File: config.mk
export PLATFORM = sky130hd
export DESIGN_NAME = dut_frame_bridge
export DESIGN_NICKNAME = d
export VERILOG_FILES = /design/src/rtl/dut_bridge_pkg.sv /design/src/rtl/dut_frame_bridge_timeout.sv /design/src/rtl/dut_frame_bridge.sv
export SDC_FILE = /design/constraint.sdc
export NUM_CORES = 1
export LEC_CHECK = 0
export ABC_AREA = 1
export BUFFER_PORTS_ARGS = -buffer_cell sky130_fd_sc_hd__buf_2
export CAP_MARGIN = 20
export CELL_PAD_IN_SITES_DETAIL_PLACEMENT = 1
export CELL_PAD_IN_SITES_GLOBAL_PLACEMENT = 1
export CORE_MARGIN = 3
export CORE_UTILIZATION = 46
export DETAILED_ROUTE_END_ITERATION = 10
export PLACE_DENSITY_LB_ADDON = 0.1
export SYNTH_ARGS = -nofsm -noshare
export SYNTH_HDL_FRONTEND = slang
export SYNTH_HIERARCHICAL = 1
export SYNTH_SLANG_ARGS = --single-unit
File: constraint.sdc
create_clock -name CLK_SYS -period 4.9 [get_ports CLK_SYS]
set_input_delay 0.735 -clock CLK_SYS [delete_from_list [all_inputs] [get_ports CLK_SYS]]
set_output_delay 0.735 -clock CLK_SYS [all_outputs]
set_load 0.01 [all_outputs]
File: src/rtl/dut_bridge_pkg.sv
// Shared definitions for the byte-stream to DUT command bridge.
// Contents: command and status encodings, bridge FSM state enum, and helpers that
// compute frame field offsets (MSB-first packing) from the configured widths.
package dut_bridge_pkg;

  typedef enum logic [1:0] {
    CMD_ECHO  = 2'd0,
    CMD_WRITE = 2'd1,
    CMD_READ  = 2'd2,
    CMD_TEST  = 2'd3
  } cmd_e;

  typedef enum logic [1:0] {
    STAT_OK      = 2'd0,
    STAT_TIMEOUT = 2'd1,
    STAT_BAD_SEL = 2'd2,
    STAT_CHK_ERR = 2'd3
  } status_e;

  typedef enum logic [2:0] {
    S_RX,
    S_DEC,
    S_EXEC,
    S_WAIT,
    S_TX
  } state_e;

  // CMD/STATUS field sits at the very top of the frame.
  function automatic int unsigned cmd_lsb(input int unsigned frame_w,
                                          input int unsigned cmds_w);
    return frame_w - cmds_w;
  endfunction

  // SEL directly below CMD.
  function automatic int unsigned sel_lsb(input int unsigned frame_w, input int unsigned cmds_w,
                                          input int unsigned sel_w);
    return frame_w - cmds_w - sel_w;
  endfunction

  // ADR directly below SEL; DATA lives at the LSBs, any gap between is zero-filled.
  function automatic int unsigned adr_lsb(input int unsigned frame_w, input int unsigned cmds_w,
                                          input int unsigned sel_w, input int unsigned adr_w);
    return frame_w - cmds_w - sel_w - adr_w;
  endfunction

endpackage

File: src/rtl/dut_frame_bridge_timeout.sv
// bridge_timeout_counter: cycle counter with synchronous clear and saturating expiry flag.
// Ports:
//   i_clk      clock
//   i_rstn     synchronous active-low reset
//   i_clear    restart the count from zero (takes priority over i_en)
//   i_en       count one cycle
//   o_expired  high once LIMIT cycles have been counted; holds until cleared
module bridge_timeout_counter #(
  parameter int unsigned LIMIT = 1024,
  localparam int unsigned CNT_W = $clog2(LIMIT + 1)
) (
  input  logic i_clk,
  input  logic i_rstn,
  input  logic i_clear,
  input  logic i_en,
  output logic o_expired
);

  logic [CNT_W-1:0] r_cnt;

  always_ff @(posedge i_clk) begin
    if (!i_rstn || i_clear) begin
      r_cnt <= '0;
    end else if (i_en && !o_expired) begin
      r_cnt <= r_cnt + CNT_W'(1);
    end
  end

  assign o_expired = (r_cnt == CNT_W'(LIMIT));

endmodule

File: src/rtl/dut_frame_bridge.sv
// dut_frame_bridge: assembles UART bytes into command frames, executes ECHO/WRITE/READ/TEST
// on the selected DUT and streams back a status-tagged response frame.
// Optional feature macro: DUT_FRAME_BRIDGE_CHECKSUM_EN adds a trailing XOR checksum byte to
// every RX and TX frame; a bad RX checksum answers CHK_ERR without executing.
// Ports:
//   CLK_SYS, RSTN            clock, synchronous active-low reset
//   RX_VALID, RX_DATA        received byte strobe and byte (no backpressure)
//   TX_VALID, TX_DATA, TX_READY  response byte stream, valid/ready handshake
//   DUT_START                one-cycle write strobe / start-test pulse
//   DUT_SEL, DUT_ADR, DUT_RnW, DUT_DIN  DUT bus, held between accesses
//   DUT_DOUT, DUT_RDY        DUT read data and done flag
//   BUSY                     high whenever not collecting RX bytes
//   OVERRUN                  sticky, a byte arrived while busy and was dropped
module dut_frame_bridge
  import dut_bridge_pkg::*;
#(
  parameter int unsigned BITWIDTH        = 8,
  parameter int unsigned FRAME_BYTES     = 4,
  parameter int unsigned BITWIDTH_CMDS   = 2,
  parameter int unsigned BITWIDTH_ADR    = 6,
  parameter int unsigned BITWIDTH_DATA   = 16,
  parameter int unsigned NUM_DUT         = 4,
  parameter int unsigned RX_IDLE_TIMEOUT = 100000,
  parameter int unsigned DUT_TIMEOUT     = 1024,
  localparam int unsigned FRAME_W        = BITWIDTH * FRAME_BYTES,
  localparam int unsigned SEL_W          = $clog2(NUM_DUT) + 1
) (
  input  logic                     CLK_SYS,
  input  logic                     RSTN,
  input  logic                     RX_VALID,
  input  logic [BITWIDTH-1:0]      RX_DATA,
  output logic                     TX_VALID,
  output logic [BITWIDTH-1:0]      TX_DATA,
  input  logic                     TX_READY,
  output logic                     DUT_START,
  output logic [SEL_W-1:0]         DUT_SEL,
  output logic [BITWIDTH_ADR-1:0]  DUT_ADR,
  output logic                     DUT_RnW,
  output logic [BITWIDTH_DATA-1:0] DUT_DIN,
  input  logic [BITWIDTH_DATA-1:0] DUT_DOUT,
  input  logic                     DUT_RDY,
  output logic                     BUSY,
  output logic                     OVERRUN
);

`ifdef DUT_FRAME_BRIDGE_CHECKSUM_EN
  localparam int unsigned CHK_BYTES = 1;
`else
  localparam int unsigned CHK_BYTES = 0;
`endif
  localparam int unsigned XFER_BYTES = FRAME_BYTES + CHK_BYTES;
  localparam int unsigned XFER_W     = XFER_BYTES * BITWIDTH;
  localparam int unsigned CNT_W      = $clog2(XFER_BYTES + 1);
  localparam int unsigned RX_OFS     = CHK_BYTES * BITWIDTH;
  localparam int unsigned CMD_LSB    = cmd_lsb(FRAME_W, BITWIDTH_CMDS);
  localparam int unsigned SEL_LSB    = sel_lsb(FRAME_W, BITWIDTH_CMDS, SEL_W);
  localparam int unsigned ADR_LSB    = adr_lsb(FRAME_W, BITWIDTH_CMDS, SEL_W, BITWIDTH_ADR);
  localparam logic [CNT_W-1:0] LAST_IDX = CNT_W'(XFER_BYTES - 1);

  if ((BITWIDTH_CMDS + SEL_W + BITWIDTH_ADR + BITWIDTH_DATA > FRAME_W) ||
      (BITWIDTH_CMDS < 2)) begin : g_bad_layout
    $error("dut_frame_bridge: frame fields do not fit FRAME_W");
  end

  state_e r_state, w_state_next;

  logic [XFER_W-1:0]        r_rx_shift;
  logic [CNT_W-1:0]         r_rx_cnt;
  logic [XFER_W-1:0]        r_tx_shift;
  logic [CNT_W-1:0]         r_tx_cnt;
  logic                     r_tx_arm;
  logic                     r_tx_valid;
  logic                     r_dut_start;
  logic [SEL_W-1:0]         r_dut_sel;
  logic [BITWIDTH_ADR-1:0]  r_dut_adr;
  logic                     r_dut_rnw;
  logic [BITWIDTH_DATA-1:0] r_dut_din;
  logic                     r_overrun;

  logic [BITWIDTH_CMDS-1:0] w_cmd;
  logic [SEL_W-1:0]         w_sel;
  logic [BITWIDTH_ADR-1:0]  w_adr;
  logic [BITWIDTH_DATA-1:0] w_data;
  logic                     w_sel_bad;
  logic                     w_chk_bad;
  logic                     w_rx_idle_expired;
  logic                     w_dut_expired;
  logic                     w_resp_load;
  logic                     w_bus_load;
  logic                     w_dut_start;
  status_e                  w_status;
  logic [BITWIDTH_DATA-1:0] w_resp_data;
  logic [FRAME_W-1:0]       w_resp;
  logic [XFER_W-1:0]        w_tx_load;

  // Field decode straight from the RX shift register; it is frozen outside S_RX.
  assign w_cmd     = r_rx_shift[RX_OFS + CMD_LSB +: BITWIDTH_CMDS];
  assign w_sel     = r_rx_shift[RX_OFS + SEL_LSB +: SEL_W];
  assign w_adr     = r_rx_shift[RX_OFS + ADR_LSB +: BITWIDTH_ADR];
  assign w_data    = r_rx_shift[RX_OFS +: BITWIDTH_DATA];
  assign w_sel_bad = (32'(w_sel) >= NUM_DUT);

`ifdef DUT_FRAME_BRIDGE_CHECKSUM_EN
  function automatic logic [BITWIDTH-1:0] xor_bytes(input logic [FRAME_W-1:0] f);
    logic [BITWIDTH-1:0] acc;
    acc = '0;
    for (int i = 0; i < int'(FRAME_BYTES); i++) begin
      acc = acc ^ f[i*BITWIDTH +: BITWIDTH];
    end
    return acc;
  endfunction

  assign w_chk_bad = (xor_bytes(r_rx_shift[XFER_W-1 -: FRAME_W]) != r_rx_shift[BITWIDTH-1:0]);
  assign w_tx_load = {w_resp, xor_bytes(w_resp)};
`else
  assign w_chk_bad = 1'b0;
  assign w_tx_load = w_resp;
`endif

  // Idle timer runs only while a partial frame is pending; any byte restarts it.
  bridge_timeout_counter #(
    .LIMIT(RX_IDLE_TIMEOUT)
  ) u_rx_idle_timeout (
    .i_clk    (CLK_SYS),
    .i_rstn   (RSTN),
    .i_clear  ((r_state != S_RX) || RX_VALID || (r_rx_cnt == '0)),
    .i_en     (1'b1),
    .o_expired(w_rx_idle_expired)
  );

  bridge_timeout_counter #(
    .LIMIT(DUT_TIMEOUT)
  ) u_dut_timeout (
    .i_clk    (CLK_SYS),
    .i_rstn   (RSTN),
    .i_clear  (r_state != S_WAIT),
    .i_en     (1'b1),
    .o_expired(w_dut_expired)
  );

  always_ff @(posedge CLK_SYS) begin
    if (!RSTN) begin
      r_state <= S_RX;
    end else begin
      r_state <= w_state_next;
    end
  end

  always_comb begin
    w_state_next = r_state;
    w_resp_load  = 1'b0;
    w_bus_load   = 1'b0;
    w_dut_start  = 1'b0;
    w_status     = STAT_OK;
    w_resp_data  = '0;
    unique case (r_state)
      S_RX: begin
        if (RX_VALID && (r_rx_cnt == LAST_IDX)) w_state_next = S_DEC;
      end
      S_DEC: begin
        if (w_chk_bad) begin
          w_status     = STAT_CHK_ERR;
          w_resp_load  = 1'b1;
          w_state_next = S_TX;
        end else if (w_sel_bad) begin
          w_status     = STAT_BAD_SEL;
          w_resp_load  = 1'b1;
          w_state_next = S_TX;
        end else begin
          w_state_next = S_EXEC;
          // Bus registers update here so they are valid throughout S_EXEC.
          w_bus_load   = (w_cmd != BITWIDTH_CMDS'(CMD_ECHO));
          w_dut_start  = (w_cmd == BITWIDTH_CMDS'(CMD_WRITE)) ||
                         (w_cmd == BITWIDTH_CMDS'(CMD_TEST));
        end
      end
      S_EXEC: begin
        if (w_cmd == BITWIDTH_CMDS'(CMD_TEST)) begin
          w_state_next = S_WAIT;
        end else begin
          w_resp_data  = (w_cmd == BITWIDTH_CMDS'(CMD_READ)) ? DUT_DOUT : w_data;
          w_resp_load  = 1'b1;
          w_state_next = S_TX;
        end
      end
      S_WAIT: begin
        // DUT_RDY checked first so a ready on the expiry cycle still reports OK.
        if (DUT_RDY) begin
          w_resp_data  = DUT_DOUT;
          w_resp_load  = 1'b1;
          w_state_next = S_TX;
        end else if (w_dut_expired) begin
          w_status     = STAT_TIMEOUT;
          w_resp_load  = 1'b1;
          w_state_next = S_TX;
        end
      end
      S_TX: begin
        if (r_tx_valid && TX_READY && (r_tx_cnt == LAST_IDX)) w_state_next = S_RX;
      end
      default: w_state_next = S_RX;
    endcase
  end

  always_comb begin
    w_resp = '0;
    w_resp[CMD_LSB +: BITWIDTH_CMDS] = BITWIDTH_CMDS'(w_status);
    w_resp[SEL_LSB +: SEL_W]         = w_sel;
    w_resp[ADR_LSB +: BITWIDTH_ADR]  = w_adr;
    w_resp[0 +: BITWIDTH_DATA]       = w_resp_data;
  end

  always_ff @(posedge CLK_SYS) begin
    if (!RSTN) begin
      r_rx_shift  <= '0;
      r_rx_cnt    <= '0;
      r_tx_shift  <= '0;
      r_tx_cnt    <= '0;
      r_tx_arm    <= 1'b0;
      r_tx_valid  <= 1'b0;
      r_dut_start <= 1'b0;
      r_dut_sel   <= '0;
      r_dut_adr   <= '0;
      r_dut_rnw   <= 1'b0;
      r_dut_din   <= '0;
      r_overrun   <= 1'b0;
    end else begin
      if (r_state == S_RX) begin
        // A byte beats a simultaneous idle expiry.
        if (RX_VALID) begin
          r_rx_shift <= {r_rx_shift[XFER_W-BITWIDTH-1:0], RX_DATA};
          r_rx_cnt   <= (r_rx_cnt == LAST_IDX) ? '0 : r_rx_cnt + CNT_W'(1);
        end else if (w_rx_idle_expired) begin
          r_rx_cnt <= '0;
        end
      end else if (RX_VALID) begin
        r_overrun <= 1'b1;
      end

      r_dut_start <= w_dut_start;
      if (w_bus_load) begin
        r_dut_sel <= w_sel;
        r_dut_adr <= w_adr;
        r_dut_rnw <= (w_cmd == BITWIDTH_CMDS'(CMD_READ));
        r_dut_din <= w_data;
      end

      // Response is loaded one cycle before TX_VALID rises.
      if (w_resp_load) begin
        r_tx_shift <= w_tx_load;
        r_tx_cnt   <= '0;
        r_tx_arm   <= 1'b1;
      end else if (r_tx_arm) begin
        r_tx_arm   <= 1'b0;
        r_tx_valid <= 1'b1;
      end else if (r_tx_valid && TX_READY) begin
        if (r_tx_cnt == LAST_IDX) begin
          r_tx_valid <= 1'b0;
        end else begin
          r_tx_shift <= {r_tx_shift[XFER_W-BITWIDTH-1:0], BITWIDTH'(0)};
          r_tx_cnt   <= r_tx_cnt + CNT_W'(1);
        end
      end
    end
  end

  assign TX_VALID  = r_tx_valid;
  assign TX_DATA   = r_tx_shift[XFER_W-1 -: BITWIDTH];
  assign DUT_START = r_dut_start;
  assign DUT_SEL   = r_dut_sel;
  assign DUT_ADR   = r_dut_adr;
  assign DUT_RnW   = r_dut_rnw;
  assign DUT_DIN   = r_dut_din;
  assign BUSY      = (r_state != S_RX);
  assign OVERRUN   = r_overrun;

endmodule
==> summary.md, run 1 <==
| Metric | Value |
|---|---|
| Count of state elements after synthesis | 131 |
| # nets final | 973 |
| Peak supply drop | 249 uV |
| Die width | around 120 um |
| Fraction of layout cells with a size suffix above 1 | approximately 15% |
| Synth top area share | 41.5% |
| Crit path cell chain | ha_1 -> ha_1 -> nor2_1 -> nand2_1 -> inv_1 -> nor2_8 -> nand2_1 -> a21oi_1 |
| FP Rows | 42 |
| Post-Synthesis Cells | approximately 900 |
| Cell taking the most area after synthesis | dfxtp_1 |
| Total Die Area | between 0.015 and 0.02 mm2 |
| Reg area | 0.00262 mm2 |
| Fmax | 0.367 GHz |
| IO buf count | 66 |
| Sink Count | 131 |
| First-pass GRT wire length | 30900 um |
| RSZ-0062 raised after global routing | no |
| # fillers | between 1500 and 2000 |
| CTS Hold Buffers Added | 0 |
| DR DRC count | 0 |
| Via density | 5.40 |
| Ranking of synthesized cells by area | dfxtp_1 41%, nand2_1 10%, nor2_1 9.0% |
| Synth unique cells | 41 |
| Final ANT Viol Nets | 0 |
| Initial drt markers | 427 |
| Critical path startpoint category | flop |
| Starting density of the core | about 47% |
| Post-CTS Setup Bufs | 0 |
| Io pins | 67 |
| # H-tree levels | 4 |
| Gr usage total | 25.8% |
| PostCTS Resize Cnt | 0 |
| Multi-input logic area | a little over 0.003 mm2 |
| Status | finished, final reports clean |
| Placed wire-length estimate | 13600 um |
| Hold Crit Class | reg -> reg |
| Final RePlAce weighted congestion | 0.862 |
| Asr flop ratio synth | 0% |
| Post-DP Area | 0.00656 mm2 |
| Synthesis Warnings | 6 |
| CP Capture Type | flop |
| Post-synth EDFFs | 0 |
| Crit share post-route | 55.6% |
| Global route overflow | 0 |
| Die Span Y | 123 um |
| Clock tree from TritonCTS | done |
| CTS Buf Count | 17 |
| Setup TNS | 0 ns |
| Initial antenna violation count | 0 |
| Area grow syn2layout | 12.6% |
| Setup Skew | between 0.01 and 0.015 ns |
| Number of global-route vias before repair | 6188 |
| Pre-antenna DRT Iters | 4 |
| # diodes | 0 |
| Power Density | about 470 mW/mm2 |
| Crit path DAT | between 2 and 3 ns |
| Wire length per cell | 16.5 um |
| Avg Inst Size Synth | 7.03 um2 |
| Design area | 0.00712 mm2 |
| Final setup violation count | 0 |
| Worst Tran Pin Value | 0.880 ns |
| Slew Limit Fails | 0 |
| Worst path max stage delay | roughly 0.6 ns |
| Final-report hold violation count | 0 |
| Total wire length | 18500 um |
| Root buf cell | clkbuf_16 |
| CORE AREA | ~0.013 mm2 |
| Kind of critical path | reg -> reg |
| Largest net degree at the start of global routing | 59 |
| Final worst path period need | 2.72 ns |
| Register area share after synthesis | 41.5% |
| Critical-path top delay cell | nand2_1 |
| Relative slew slack | 41.1% |
| Crit path max-delay family | simple AND/OR/NAND/NOR gates |
| Leak | 2.91 nW |
| Via count | 6071 |
| Crit Path Max Fanout | 20 |
| CP Data Required Time | 5.16 ns |
| Top FF cell, synth | dfxtp_1 |
| CP Buf/Inv Count | 1 |
| Worst skew pair latency | 0.42 ns |
| Cell Area, Synth | 0.00632 mm2 |
| Max Cap Viol | 0 |
| Clk pin slew, worst setup/hold paths | 0.06 ns |
| Clk buf depth | 2 |
-- cells in the mapped netlist, types with 8 or more instances --
cell type and instances:
ha_1 8, nand3_1 41, buf_6 8, nand2_1 175, a21oi_1 80, nand4_1 25
o21ai_0 75, buf_2 10, clkbuf_1 13, inv_1 75, buf_4 18, o21ai_1 10
a22oi_1 8, dfxtp_1 131, nor2_2 8, nor2_1 152, nor3_1 8, inv_2 10
-- state kept, by name, summed over array words and instances (netlist names), 3 cells and up --
signal and flops:
r_rx_cnt 3, r_tx_cnt 3, r_state 3, r_tx_shift 32, u_dut_timeout/r_cnt 11, DUT_SEL 3
r_rx_shift 32, DUT_ADR 6, DUT_DIN 16, u_rx_idle_timeout/r_cnt 17
-- through the flow --
stage	setup slack, ns	hold WS, ns	std cells	utilization (%)	power, W
after floorplan	3.16	0.439	901	-	0.00194
after global placement	2.09	0.429	1093	49.2	0.00211
after detailed placement	2.02	0.450	1093	49.2	0.00215
after CTS	2.20	0.460	1125	53.3	0.00335
after global routing	1.88	0.483	1125	53.3	0.00354
final	2.18	0.451	1125	53.3	0.00334
-- report_power, final --
part | total, W | switching (W) | internal [W]
sequential | 0.00138 | 0.000156 | 0.00123
combinational | 0.000758 | 0.000529 | 0.000230
clock | 0.00120 | 0.000466 | 0.000736
total | 0.00334 | 0.00115 | 0.00219
-- cell type report --
class,instances,share of cell area (%)
Sequential cell,131,36.8
Clock buffer,24,6.77
Inverter,88,4.66
Timing Repair Buffer,68,4.85
Tap cell,176,3.09
Clock inverter,8,1.09
Multi-Input combinational cell,630,42.7
-- placed cells by master, fill, tap and decap left out, types with 3 or more instances in the layout --
master and instances:
nand2_1 175, nor2_1 152, dfxtp_1 131, a21oi_1 80
inv_1 75, o21ai_0 75, buf_2 66, nand3_1 41
nand4_1 25, clkbuf_16 17, inv_2 10, o21ai_1 10
nor2_2 8, nor3_1 8, a22oi_1 8, ha_1 8
nand2_2 7, xor2_1 6, nand3_2 4, nor2_4 4
clkbuf_1 4, clkinv_2 4, clkbuf_8 3, conb_1 3
-- routing by layer --
metal / vias to the layer above / part of all wire [%] / GRT usage, %
li1: 2969 / - / -
met1: 2966 / 48 / 33.8
met2: 111 / 47 / 42.7
met3: 25 / 3.9 / 5.03
met4: 0 / 1.6 / 8.65
met5: - / 0 / 0
-- kinds of logic after synthesis --
| kind of cell | after synthesis | synth area share, % |
|---|---|---|
| AOI/OAI and AO/OA | 180 | 15.1 |
| and+or+nand+nor | 433 | 30.4 |
| adders and majority gates | 8 | 1.58 |
| DFF | 131 | 41.5 |
| other | 1 | 0.0593 |
| xor gates and xnor gates | 6 | 0.831 |
| buffers and inverters | 140 | 10.5 |
-- final timing paths --
path / from / to / slack [ns] / cells past startpoint
max: r_tx_cnt[0]$_SDFFE_PP0P_ / r_tx_shift[26]$_SDFFE_PN0P_ / 2.18 / 8
min: DUT_SEL[2]$_SDFFE_PN0P_ / DUT_SEL[2]$_SDFFE_PN0P_ / 0.45 / 2
max reg2reg: r_tx_cnt[0]$_SDFFE_PP0P_ / r_tx_shift[26]$_SDFFE_PN0P_ / 2.18 / 8
min reg2reg: DUT_SEL[2]$_SDFFE_PN0P_ / DUT_SEL[2]$_SDFFE_PN0P_ / 0.45 / 2
-- tightest hold or removal path, cell delays in order (launching register included) --
cell	delay [ns]
dfxtp_1	0.31
nand2_1	0.06
nor2_1	0.04
No activity file was read; power rests on OpenSTA's default activity.
==> run 2, diff against run 1 <==
--- a/config.mk
+++ b/config.mk
@@ -11,7 +11,7 @@
 export CELL_PAD_IN_SITES_DETAIL_PLACEMENT = 1
 export CELL_PAD_IN_SITES_GLOBAL_PLACEMENT = 1
 export CORE_MARGIN = 3
-export CORE_UTILIZATION = 46
+export CORE_UTILIZATION = 38
 export DETAILED_ROUTE_END_ITERATION = 10
 export PLACE_DENSITY_LB_ADDON = 0.1
 export SYNTH_ARGS = -nofsm -noshare
==> constraint.sdc (replaced) <==
create_clock -name CLK_SYS -period 2.3 [get_ports CLK_SYS]
set_input_delay 0.345 -clock CLK_SYS [delete_from_list [all_inputs] [get_ports CLK_SYS]]
set_output_delay 0.345 -clock CLK_SYS [all_outputs]
set_load 0.01 [all_outputs]
==> run 2 against run 1 <==
- flip-flop and latch count did not move
- critical path type unchanged
- register-to-register slack got worse by 1.8 ns
- count of clock-buffer cells in the layout fell by 6
- highest routed layer unchanged
- sequential power rose by 110%
- final cell count rose by 4.3%
- combinational power rose by 120%
- hold slack got worse by 0.24 ns
==> summary.md, run 2 (same netlist as run 1, synthesis figures left out) <==
| Metric | Value |
|---|---|
| CP Data Required Time | 2.66 ns (-2.50 ns) |
| Max layer used | met4 |
| Critical-path top delay cell | dfxtp_1 |
| Placed wire-length estimate | 14200 um (+5.0%) |
| Initial drt markers | 293 (-31%) |
| Max Cap Viol | 0 (unchanged) |
| Die width | 135 um (+9.5%) |
| Total Die Area | 0.0182 mm2 (+20%) |
| Die Span Y | 135 um (+9.5%) |
| CP Capture Type | flop |
| Clock tree from TritonCTS | done |
| Final worst path period need | 1.97 ns (-0.755 ns) |
| Initial antenna violation count | 0 (unchanged) |
| Hold path cells | 3 (+1) |
| Post-placement setup slack | 0.359 ns (-1.66 ns) |
| Io pins | 67 (unchanged) |
| Setup ws final | 0.333 ns (-1.84 ns) |
| Design Power | 0.00748 W (+120%) |
| Worst path max stage delay | 0.50 ns (-0.10 ns) |
| Final setup violation count | 0 (unchanged) |
| CP Buf/Inv Count | 2 (+1) |
| Slew Limit Fails | 0 (unchanged) |
| Pre-antenna DRT Iters | 5 (+1) |
| Relative slew slack | 35.5% (-5.6 points) |
| Final RePlAce weighted congestion | 0.811 (-6.0%) |
| IO buf count | 66 (unchanged) |
| Final ANT Viol Nets | 0 (unchanged) |
| Largest registers | r_rx_shift x32, r_tx_shift x32, u_rx_idle_timeout/r_cnt x17 |
| Via density | 5.06 (-6.2%) |
| Largest net degree at the start of global routing | 37 (-37%) |
| Crit path depth | 6 (-2) |
| Crit path DAT | 2.33 ns (-0.65 ns) |
| Worst Tran Pin Value | 0.966 ns (+0.0862 ns) |
| Number of global-route vias before repair | 6253 (+1.1%) |
| Area grow syn2layout | 15.5% |
| Wire length per cell | 16.1 um (-2.0%) |
| FP Rows | 46 (+9.5%) |
| Fraction of layout cells with a size suffix above 1 | 15.8% (+1.1 points) |
| Setup TNS | 0 ns (unchanged) |
| Power Density | 1020 mW/mm2 (+120%) |
| Crit path cell chain | inv_2 -> nor3_2 -> o211ai_4 -> inv_2 -> nor2_1 -> nor2_1 |
| Fmax | 0.508 GHz (+38%) |
| Clk buf depth | 2 (unchanged) |
| PostCTS Resize Cnt | 0 (unchanged) |
| DR DRC count | 0 (unchanged) |
| Commonest non-fill, non-tap cell in the layout | nand2_1 |
| RSZ-0062 raised after global routing | no |
| Crit Path Max Fanout | 25 (+25%) |
| # H-tree levels | 4 (unchanged) |
| # nets final | 982 (+0.92%) |
| Sink Count | 131 (unchanged) |
| Most frequent cells in the layout | 175 x nand2_1, 152 x nor2_1, 131 x dfxtp_1 |
| Reg2reg path depth | 6 (-2) |
| Sum of routed wire segments on met1 | 9000 um (+2.2%) |
| CTS Buf Count | 17 (unchanged) |
| CORE AREA | 0.0161 mm2 (+20%) |
| Kind of critical path | reg -> reg |
| Hold Crit Class | in -> reg |
| Met3 wire length | 615 um (-15%) |
| Fin Hold WS | 0.210 ns (-0.241 ns) |
| Crit path max-delay family | simple AND/OR/NAND/NOR gates |
| # diodes | 0 (unchanged) |
| Global route overflow | 0 (unchanged) |
| Root buf cell | clkbuf_16 |
| Met2 wire len | 9050 um (+4.3%) |
| Clk pin slew, worst setup/hold paths | 0.06 ns (about the same) |
| Starting density of the core | 39.4% (-8.0 points) |
| Total wire length | 18900 um (+2.2%) |
| Crit share post-route | 85.5% (+30 points) |
| First-pass GRT wire length | 31300 um (+1.3%) |
| Via count | 5940 (-2.2%) |
| Peak supply drop | 582 uV (+130%) |
| CTS Hold Buffers Added | 0 (unchanged) |
| Worst skew pair latency | 0.42 ns (about the same) |
| Gr usage total | 21.5% (-4.4 points) |
| Final-report hold violation count | 0 (unchanged) |
| Leak | 2.98 nW (+2.5%) |
| Status | finished, final reports clean |
| Critical path startpoint category | flop |
| Setup Skew | 0.00664 ns (-0.00355 ns) |
| Post-CTS Setup Bufs | 0 (unchanged) |
-- run 2: final timing paths --
| kind | start | endpoint | slack, ns |
|---|---|---|---|
| worst max-delay path | r_state[0]$_SDFFE_PN0P_ | DUT_DIN[5]$_SDFFE_PN0P_ | 0.33 |
| worst min-delay path | RX_DATA[1] | r_rx_shift[1]$_SDFFE_PN0P_ | 0.21 |
| worst max register to register | r_state[0]$_SDFFE_PN0P_ | DUT_DIN[5]$_SDFFE_PN0P_ | 0.33 |
| worst min register to register | DUT_SEL[2]$_SDFFE_PN0P_ | DUT_SEL[2]$_SDFFE_PN0P_ | 0.44 |
-- run 2: metrics by stage --
stage	area [um2]	utilization [%]	std cells
after floorplan	6330	-	901
after global placement	6680	41.6	1142
after detailed placement	6680	41.6	1142
after CTS	7300	45.5	1173
after global routing	7300	45.5	1173
final	7300	45.5	1173
-- run 2: power breakdown --
group,internal (W),switching [W]
registers,0.00261,0.000335
logic,0.000523,0.00113
clock network,0.00183,0.00105
total,0.00497,0.00251
-- run 2: worst reg2reg max path, stage by stage, from the launching register on --
cell      delay, ns
dfxtp_1        0.50
inv_2          0.10
nor3_2         0.36
o211ai_4       0.32
inv_2          0.42
nor2_1         0.09
nor2_1         0.12
-- run 2: metal layers --
layer  up-vias  global-route usage (%)
met5         -                       0
li1       2993                       -
met2        78                    36.4
met1      2854                    27.9
met4         0                    6.61
met3        15                    3.84
-- run 2: final cells by class --
type                       instances  area [um2]
tap                              216         270
timing repair buffer              77         413
clock buffer                      18         439
clock inverter                    13         185
inverter                          88         332
sequential                       131        2620
fill                            2087        8750
multi-input combinational        630        3040
